==> src/rtl/snake_pkg.sv <==
// Shared snake-game types: game mode, direction and the step scheduler state encoding.
// Also holds a helper that sizes the step timeout counter.
package snake_pkg;

  typedef enum logic [1:0] {
    MENU      = 2'd0,
    GAME      = 2'd1,
    GAME_OVER = 2'd2
  } game_mode;

  typedef enum logic [1:0] {
    DIR_UP    = 2'd0,
    DIR_RIGHT = 2'd1,
    DIR_DOWN  = 2'd2,
    DIR_LEFT  = 2'd3
  } direction;

  typedef enum logic [2:0] {
    IDLE    = 3'd0,
    SEND    = 3'd1,
    WAIT_RX = 3'd2,
    MOVE    = 3'd3,
    COLL    = 3'd4,
    GEN     = 3'd5,
    ERROR   = 3'd6
  } sched_state_e;

  localparam direction SCHED_DIR_INIT = DIR_RIGHT;

  // One counter serves both the peer wait and the stage waits, so size it for the larger limit.
  function automatic int unsigned sched_timer_width(int unsigned a, int unsigned b);
    int unsigned m;
    m = (a > b) ? a : b;
    return (m < 2) ? 1 : $clog2(m);
  endfunction

endpackage

==> src/rtl/step_timeout_timer.sv <==
// Cycle counter that flags when it reaches a limit; cleared on demand and never wraps.
module step_timeout_timer #(
  parameter int unsigned WIDTH = 8
) (
  input  logic             clk,
  input  logic             rst,
  input  logic             clear,
  input  logic             enable,
  input  logic [WIDTH-1:0] limit,
  output logic             expired
);

  logic [WIDTH-1:0] count_q;

  always_ff @(posedge clk) begin
    if (rst) begin
      count_q <= '0;
    end else if (clear) begin
      count_q <= '0;
    end else if (enable && (count_q != '1)) begin
      count_q <= count_q + 1'b1;
    end
  end

  assign expired = enable && (count_q == limit);

endmodule

==> src/rtl/step_scheduler.sv <==
// Sequences one game step per tick: direction exchange, then move, collisions, point generation.
// Optional tick-overrun statistics are built when STEP_SCHED_STATS_EN is defined.
module step_scheduler
  import snake_pkg::*;
#(
  parameter int unsigned RX_TIMEOUT    = 1_500_000,
  parameter int unsigned STAGE_TIMEOUT = 1024
) (
  input  logic       clk,
  input  logic       rst,
  input  game_mode   mode,
  input  logic       tick,
  input  direction   dir_local,
  input  direction   dir_remote,
  input  logic       rcvdir,
  output logic       send_dir,
  output logic       move_start,
  input  logic       move_done,
  output logic       coll_start,
  input  logic       coll_done,
  output logic       gen_start,
  input  logic       gen_done,
  output direction   dir1,
  output direction   dir2,
  output logic       busy,
  output logic       con_error,
  output logic [7:0] overruns
);

  localparam int unsigned TW = sched_timer_width(RX_TIMEOUT, STAGE_TIMEOUT);

  sched_state_e state_q, state_d;
  logic         entry_q;
  logic         rx_flag_q;
  direction     dir1_q, dir2_q;
  logic         in_game;
  logic         in_stage;
  logic         timed;
  logic         expired;
  logic [TW-1:0] limit;

  assign in_game  = (mode == GAME);
  assign in_stage = state_q inside {MOVE, COLL, GEN};
  assign timed    = (state_q == WAIT_RX) || in_stage;
  assign limit    = (state_q == WAIT_RX) ? TW'(RX_TIMEOUT - 1) : TW'(STAGE_TIMEOUT - 1);

  assign busy       = (state_q != IDLE) && (state_q != ERROR);
  assign send_dir   = (state_q == SEND);
  assign move_start = entry_q && (state_q == MOVE);
  assign coll_start = entry_q && (state_q == COLL);
  assign gen_start  = entry_q && (state_q == GEN);
  assign con_error  = (state_q == ERROR);
  assign dir1       = dir1_q;
  assign dir2       = dir2_q;

  // Stage done inputs are ignored in the entry cycle, where they would coincide with start.
  always_comb begin
    state_d = state_q;
    unique case (state_q)
      IDLE:    if (tick && in_game) state_d = SEND;
      SEND:    state_d = WAIT_RX;
      WAIT_RX: begin
        if (rx_flag_q)    state_d = MOVE;
        else if (expired) state_d = ERROR;
      end
      MOVE: begin
        if (!entry_q && move_done) state_d = COLL;
        else if (expired)          state_d = ERROR;
      end
      COLL: begin
        if (!entry_q && coll_done) state_d = GEN;
        else if (expired)          state_d = ERROR;
      end
      GEN: begin
        if (!entry_q && gen_done) state_d = IDLE;
        else if (expired)         state_d = ERROR;
      end
      ERROR:   if (!in_game) state_d = IDLE;
      default: state_d = IDLE;
    endcase
    if (busy && !in_game) state_d = IDLE;
  end

  always_ff @(posedge clk) begin
    if (rst) begin
      state_q   <= IDLE;
      entry_q   <= 1'b0;
      rx_flag_q <= 1'b0;
      dir1_q    <= SCHED_DIR_INIT;
      dir2_q    <= SCHED_DIR_INIT;
    end else begin
      state_q <= state_d;
      entry_q <= (state_d != state_q);
      if ((state_q == IDLE) && (state_d == SEND)) dir1_q <= dir_local;
      // A set in the same cycle as the clear wins: the peer may already be a step ahead.
      if (!in_game) begin
        rx_flag_q <= 1'b0;
      end else if (rcvdir) begin
        rx_flag_q <= 1'b1;
      end else if ((state_q == WAIT_RX) && (state_d == MOVE)) begin
        rx_flag_q <= 1'b0;
      end
      if (in_game && rcvdir && !in_stage) dir2_q <= dir_remote;
    end
  end

  step_timeout_timer #(
    .WIDTH (TW)
  ) u_timer (
    .clk     (clk),
    .rst     (rst),
    .clear   (state_d != state_q),
    .enable  (timed),
    .limit   (limit),
    .expired (expired)
  );

`ifdef STEP_SCHED_STATS_EN
  game_mode   mode_q;
  logic [7:0] overruns_q;

  always_ff @(posedge clk) begin
    if (rst) begin
      mode_q     <= MENU;
      overruns_q <= 8'd0;
    end else begin
      mode_q <= mode;
      if (in_game && (mode_q != GAME)) begin
        overruns_q <= 8'd0;
      end else if (tick && busy && in_game && (overruns_q != 8'hff)) begin
        overruns_q <= overruns_q + 8'd1;
      end
    end
  end

  assign overruns = overruns_q;
`else
  assign overruns = 8'd0;
`endif

endmodule

==> config.mk <==
export PLATFORM = sky130hd
export DESIGN_NAME = step_scheduler
export DESIGN_NICKNAME = d
export VERILOG_FILES = /design/src/rtl/snake_pkg.sv /design/src/rtl/step_timeout_timer.sv /design/src/rtl/step_scheduler.sv
export SDC_FILE = /design/constraint.sdc
export NUM_CORES = 1
export LEC_CHECK = 0
export CAP_MARGIN = 15
export CORE_MARGIN = 1
export CORE_UTILIZATION = 30
export CTS_BUF_LIST = sky130_fd_sc_hd__clkbuf_4
export DETAILED_ROUTE_END_ITERATION = 10
export HOLD_SLACK_MARGIN = 0.15
export PLACE_DENSITY = 0.52
export SLEW_MARGIN = 20
export SYNTH_ARGS = -nofsm -noshare
export SYNTH_HDL_FRONTEND = slang
export SYNTH_SLANG_ARGS = --single-unit
==> constraint.sdc <==
create_clock -name clk -period 2.35 [get_ports clk]
set_input_delay 0.47 -clock clk [delete_from_list [all_inputs] [get_ports clk]]
set_output_delay 0.47 -clock clk [all_outputs]
set_load 0.01 [all_outputs]
======== After elaboration in Yosys (flattened, before gate mapping) ========
Cells that the tools add are included.
word-level totals
  bits in registers ....................... 30
  word-level logic and storage cells ...... 58
cells by class
  add/subtract/negate cells ............... 1
  eq/ne operators ......................... 13
  mux-type cells .......................... 12
  bitwise gates (word level) .............. 1
  reduce and logical (&&, ||, !) cells .... 25
operator list
  cell                                                              count
  3-bit two-way mux                                                 8
  21-bit by 1-bit adder with 21-bit output (second input constant)  1
  21-bit == test                                                    1
  21-bit two-way mux                                                1
  21-bit != test (second input constant)                            1
  3-bit one-hot mux with 7 select lines                             1
  1-bit logical AND                                                 15
  3-bit by 2-bit == test with 1-bit output (second input constant)  3
  3-bit == test (second input constant)                             3
  3-bit by 1-bit == test with 1-bit output (second input constant)  2
  3-bit nonzero test                                                2
  2-bit OR reduction                                                2
  1-bit zero test                                                   3
  3-bit zero test                                                   1
  3-bit != test                                                     1
  3-bit != test (second input constant)                             1
  2-bit by 1-bit == test with 1-bit output (second input constant)  1
  1-bit two-way mux                                                 2
  2-bit nonzero test                                                1
  1-bit logical OR                                                  1
  1-bit inverter                                                    1

======== Logic depth before layout (Yosys ltp) ========
Gate-level depths: netlist of the first run.
  depth in word-level cells ............... 12
  depth in mapped cells ................... 8

======== By module ========
Synthesis of the first run repeated with hierarchy kept, for this count alone.
unflattened totals
  cells, all modules ...................... 270
  area, all modules ....................... 2,100.8 µm²
modules (own cells, without submodules)
  module              times used  cells an instance  area each (µm²)
  step_timeout_timer  1           157                1,290.0
  step_scheduler      1           113                810.8

======== Least setup slack after synthesis of the first run ========
No wires, ideal clock.
  kind .................................... register -> register
  start point ............................. reg state_q[0]
  end point ............................... reg u_timer.count_q[13]
  library setup time ...................... 0.136 ns
  data arrival time ....................... 2.213 ns
  required time ........................... 2.214 ns
  setup slack ............................. 0.001 ns
  cell stages (with the launch flop) ...... 9
  path buffers ............................ 2
  period minus slack after synthesis ...... 2.349 ns
  cell sequence ........................... dfxtp_1 buf_6 or3b_4 or4b_4 a2111oi_4 o221ai_2 nand4b_2 buf_6 nor3_2
between the ends
  word-level cells in the longest chain between the ends .. 10
  elaborated cells between the ends (all ways) .. 28
  those cells by class .................... eq/ne: 9; mux: 10; reduce/logical: 9
RTL lines
  what                                                              line                                                              text
  from (decl)                                                       step_scheduler.sv:32                                              sched_state_e state_q, state_d;
  from (signal assigned)                                            step_scheduler.sv:92                                              state_q <= state_d;
  3-bit by 2-bit == test with 1-bit output (tied with other cells)  step_scheduler.sv:44, step_scheduler.sv:45, step_scheduler.sv:59
  21-bit two-way mux / 3-bit nonzero test (equally long branches)   step_scheduler.sv:45, step_scheduler.sv:43
  21-bit == test / 1-bit logical OR (equally long branches)         step_timeout_timer.sv:25, step_scheduler.sv:44
  1-bit logical AND                                                 step_timeout_timer.sv:25                                          assign expired = enable && (count_q == limit);
  3-bit two-way mux                                                 n/a
  3-bit two-way mux, on equally long branches                       n/a
  3-bit one-hot mux with 7 select lines                             step_scheduler.sv:59                                              unique case (state_q)
  3-bit two-way mux                                                 step_scheduler.sv:81                                              if (busy && !in_game) state_d = IDLE;
  3-bit != test                                                     step_scheduler.sv:112                                             .clear (state_d != state_q),
  2-bit OR reduction (no source line)                               n/a
  to (signal assigned)                                              step_timeout_timer.sv:21                                          count_q <= count_q + 1'b1;
  to (decl)                                                         step_timeout_timer.sv:13                                          logic [WIDTH-1:0] count_q;
Several ways; a longest one is shown, not always the timed one.
A chain may end at the register's enable or synchronous reset.

======== Final worst setup path of the first run ========
  start point ............................. reg state_q[2]
  end point ............................... reg u_timer.count_q[7]
The elaborated chain is that of the path after synthesis.

==> run summary, run 1 <==
WORST SETUP PATH
---------------------------------------------------------------------------
Slowest Stage Delay on Critical Path                                 530 ps
CP Class                                                       flop to flop
Slowest stage cell, crit path                                  sky130_fd_sc_hd__or4b_4
Endpoint type of the worst setup path                                  flop
Ordered cell list for the critical path                        or3b_4, or4b_4, a2111oi_4, o221ai_2, nand4b_4, clkbuf_16, nor3_2
Type of element launching the critical path                            flop
Arrival time at the worst endpoint                                  2540 ps
Required time of the worst setup path                               2560 ps
Biggest fanout along the worst timing path                                8

YOSYS
---------------------------------------------------------------------------
Async set-or-reset flop fraction in the synthesized netlist              0%
Yosys reg bits                                                           30
Mean instance size in the synthesized netlist                      8.30 um2
Post-Synthesis Cells                                                    231
Leading cell types by total area after synthesis               sky130_fd_sc_hd__dfxtp_1 (31%), sky130_fd_sc_hd__nor3_2 (5.2%), sky130_fd_sc_hd__xor2_1 (5.0%)
Synth cell types                                                         52
Top cell type's share of synthesized area                             31.3%
Post-synth EDFFs                                                          0
Sequential-to-total area share from yosys stat                        31.3%
Netlist area before placement                                      1920 um2
Cell accounting for the most synthesized area                  sky130_fd_sc_hd__dfxtp_1
Most repeated cell in the gate-level netlist after synthesis   sky130_fd_sc_hd__dfxtp_1
Yosys warns                                                               0
Ranking of synthesized cells by instance count                 sky130_fd_sc_hd__dfxtp_1 (30), sky130_fd_sc_hd__nor2_1 (24), sky130_fd_sc_hd__nor3_1 (18)
Primary flip-flop cell chosen by synthesis mapping             sky130_fd_sc_hd__dfxtp_1

FINISH
---------------------------------------------------------------------------
Fillcell total                                                          624
Seq. cell area                                                      603 um2
Ratio of cells with drive above 1 in the final layout                 20.8%
Fin area                                                           2420 um2
Area growth from synthesis to final layout                            26.4%
Multi-input combinational cell area                                1230 um2
Number of inserted diodes                                                 0
Total Nets Final                                                        283

CLOCK TREE
---------------------------------------------------------------------------
CTS Buf Count                                                             5
CTS Root Buffer Type                                           sky130_fd_sc_hd__clkbuf_4
Worst skew pair latency                                              330 ps
Hold buffer count at cts                                                  0
Maximum level of the CTS H-tree                                           2
Number of sinks handled by clock tree synthesis                          30
Clk pin slew, worst setup/hold paths                                  90 ps
Clock tree from TritonCTS                                               yes
Max clock buf depth                                                       2

DRT
---------------------------------------------------------------------------
Via-to-Cell Ratio                                                      5.17
Final wirelength                                                    4.48 mm
Number of DRC violations after detailed routing                           0
Starting DRT DRC Count                                                   80
Overall via count from detail_route                                    1778
Remaining antenna violation count after routing                           0
Number of iterations in the first detailed-routing pass                   4
Average wire per cell in the routed design                          13.0 um

GLOBAL ROUTING
---------------------------------------------------------------------------
Antenna violations before repair                                          0
Met1 track demand over resource                                       19.1%
Global-route wire length before repair                              7.45 mm
Global routing met3 resource utilization                              3.22%
Global route total overflow                                               0
GR met2 Demand/Resource                                               22.7%
Pin count of the biggest net entering global routing                     26
Number of global-route vias before repair                              1628
Overall global routing resource usage                                 14.5%
Busiest layer in global routing                                        met2

TIMING
---------------------------------------------------------------------------
Least-Margin Pin Slew                                                515 ps
Post-route worst setup slack                                        14.3 ps
Worst max-slew margin expressed relative to the limit                 65.3%
Final number of hold-violating endpoints                                  0
Fin Clk Skew                                                        9.45 ps
Finish-stage setup viols                                                  0
Clock period minus worst slack                                      2340 ps
RSZ-0062 raised after global routing                                   true
Tightest hold margin                                                 467 ps
Upper clock frequency limit                                       0.428 GHz
Max-slew violation count                                                  0
Final period utilization                                              99.4%

PLACE
---------------------------------------------------------------------------
IO Port Bufs                                                             22
HPWL reported at the end of detailed placement                      3.23 mm
Placer Congestion                                                     0.806
Placement-stage cell area                                          2280 um2
Worst setup slack before clock tree synthesis                      -74.8 ps

FLOORPLANNING
---------------------------------------------------------------------------
Initial Util                                                          31.6%
Rows                                                                     28
I/O Pins                                                                 31
Chip height                                                         82.0 um
Standard cell core area                                            6060 um2
Die Width                                                           82.0 um
DIE AREA                                                           6720 um2

WORST HOLD PATH
---------------------------------------------------------------------------
Hold crit path type                                            flop to flop

PWR
---------------------------------------------------------------------------
Logic pwr share                                                       12.8%
Reported net switching power                                     0.000235 W
Pint                                                             0.000708 W
Maximum ir drop on the vdd rail                                      274 uV
Pwr per Cell Area                                                389 nW/um2
Sequential share of power                                             54.8%
Share of power burned in the clock network                            32.3%
Switching part of the total                                           24.9%
LEAKAGE                                                            0.851 nW

RUN
---------------------------------------------------------------------------
Max-cap violations                                                        0

STATUS
---------------------------------------------------------------------------
Run status                                                     finished clean

## final timing paths
check	startpoint	depth (start not counted)	endpoint	slack, ps
max	state_q[2]	7	u_timer.count_q[7]	10
max reg2reg	state_q[2]	7	u_timer.count_q[7]	10
min	dir2[0]	1	dir2[0]	470
min reg2reg	dir2[0]	1	dir2[0]	470
## cell usage in the layout, fill, tap and decap left out, types with 5 or more instances in the layout
cell                              instances
sky130_fd_sc_hd__clkdlybuf4s50_1         22
sky130_fd_sc_hd__nor2_1                  24
sky130_fd_sc_hd__conb_1                   8
sky130_fd_sc_hd__nand2b_1                 6
sky130_fd_sc_hd__a21oi_1                  8
sky130_fd_sc_hd__nand4_1                  7
sky130_fd_sc_hd__clkbuf_4                 7
sky130_fd_sc_hd__xnor2_1                  9
sky130_fd_sc_hd__xor2_1                  11
sky130_fd_sc_hd__nor4_1                   5
sky130_fd_sc_hd__nand3_1                  8
sky130_fd_sc_hd__o21ai_0                  5
sky130_fd_sc_hd__nor3_2                  11
sky130_fd_sc_hd__nor3_1                  17
sky130_fd_sc_hd__dfxtp_1                 28
sky130_fd_sc_hd__buf_4                   19
sky130_fd_sc_hd__nand2_1                 11
## kinds of logic (layout without fill, tap and decap cells)
logic type	Yosys count	count (layout)	synth area share, %
and+or+nand+nor	113	113	34.6
AOI/OAI and AO/OA	37	37	14.3
DFF	30	30	31.3
buffers and inverters	25	56	7.70
xor gates and xnor gates	20	20	9.13
muxes	4	4	2.09
adders and majority gates	1	1	0.652
other	1	8	0.196
## final cells by class
type / instances / share of cell area, %
Multi-Input combinational cell: 183 / 50.7
Inverter: 4 / 0.620
Timing Repair Buffer: 45 / 17.8
Clock buffer: 7 / 2.17
Sequential cell: 30 / 24.9
Tap cell: 75 / 3.87
## power by group through the flow
stage          Clock, W  Combinational (W)  Sequential [W]
2_1_floorplan         0          0.0000708        0.000529
3_3_place_gp          0           0.000110        0.000529
3_5_place_dp          0           0.000110        0.000529
4_1_cts        0.000321           0.000110        0.000517
5_1_grt        0.000339           0.000132        0.000518
6_report       0.000305           0.000121        0.000517
## sequential cells by signal, summed over array words and instances (netlist names)
| register | cells |
|---|---|
| dir1 | 2 |
| entry_q | 1 |
| rx_flag_q | 1 |
| u_timer.count_q | 21 |
| state_q | 3 |
| dir2 | 2 |
## routing by layer
layer / vias up / routed length (um)
met5: - / 0
met4: 0 / 87
met3: 8 / 167
met2: 40 / 2010
met1: 835 / 2210
li1: 895 / -
## repair_timing
| action | in CTS | in global routing |
|---|---|---|
| endpoints found under the setup margin | 20 | 25 |
| setup buffers | 1 | 2 |
| resized for setup | 0 | 11 |
| pin swaps | 2 | 2 |
| gates cloned | 0 | 1 |
## worst max-delay path, delay by kind of cell (launching register included)
family,cells,cell delay (ps)
buffers and inverters,1,180
DFF,1,330
and+or+nand+nor,4,1120
AOI/OAI and AO/OA,2,570
## through the flow
step / total power, W / instances / setup TNS, ps / utilization (%)
floorplan: 0.000600 / 238 / 0 / -
global placement: 0.000639 / 333 / -2.10 / 37.6
detailed placement: 0.000639 / 333 / -84.4 / 37.6
CTS: 0.000948 / 341 / 0 / 38.6
global route: 0.000990 / 344 / -573 / 40.0
finish: 0.000943 / 344 / 0 / 40.0
No activity file was read; power rests on OpenSTA's default activity.
==> run 2: changes to the inputs <==
- CAP_MARGIN: 15 -> 20
- HOLD_SLACK_MARGIN: 0.15 -> not set
==> results of run 2 <==
Same layout as run 1: the final DEF is identical, and so are final timing and power.
==> run 3: changes to the inputs <==
- SLEW_MARGIN: 20 -> 15
==> results of run 3 <==
Same layout as run 1: the final DEF is identical, and so are final timing and power.
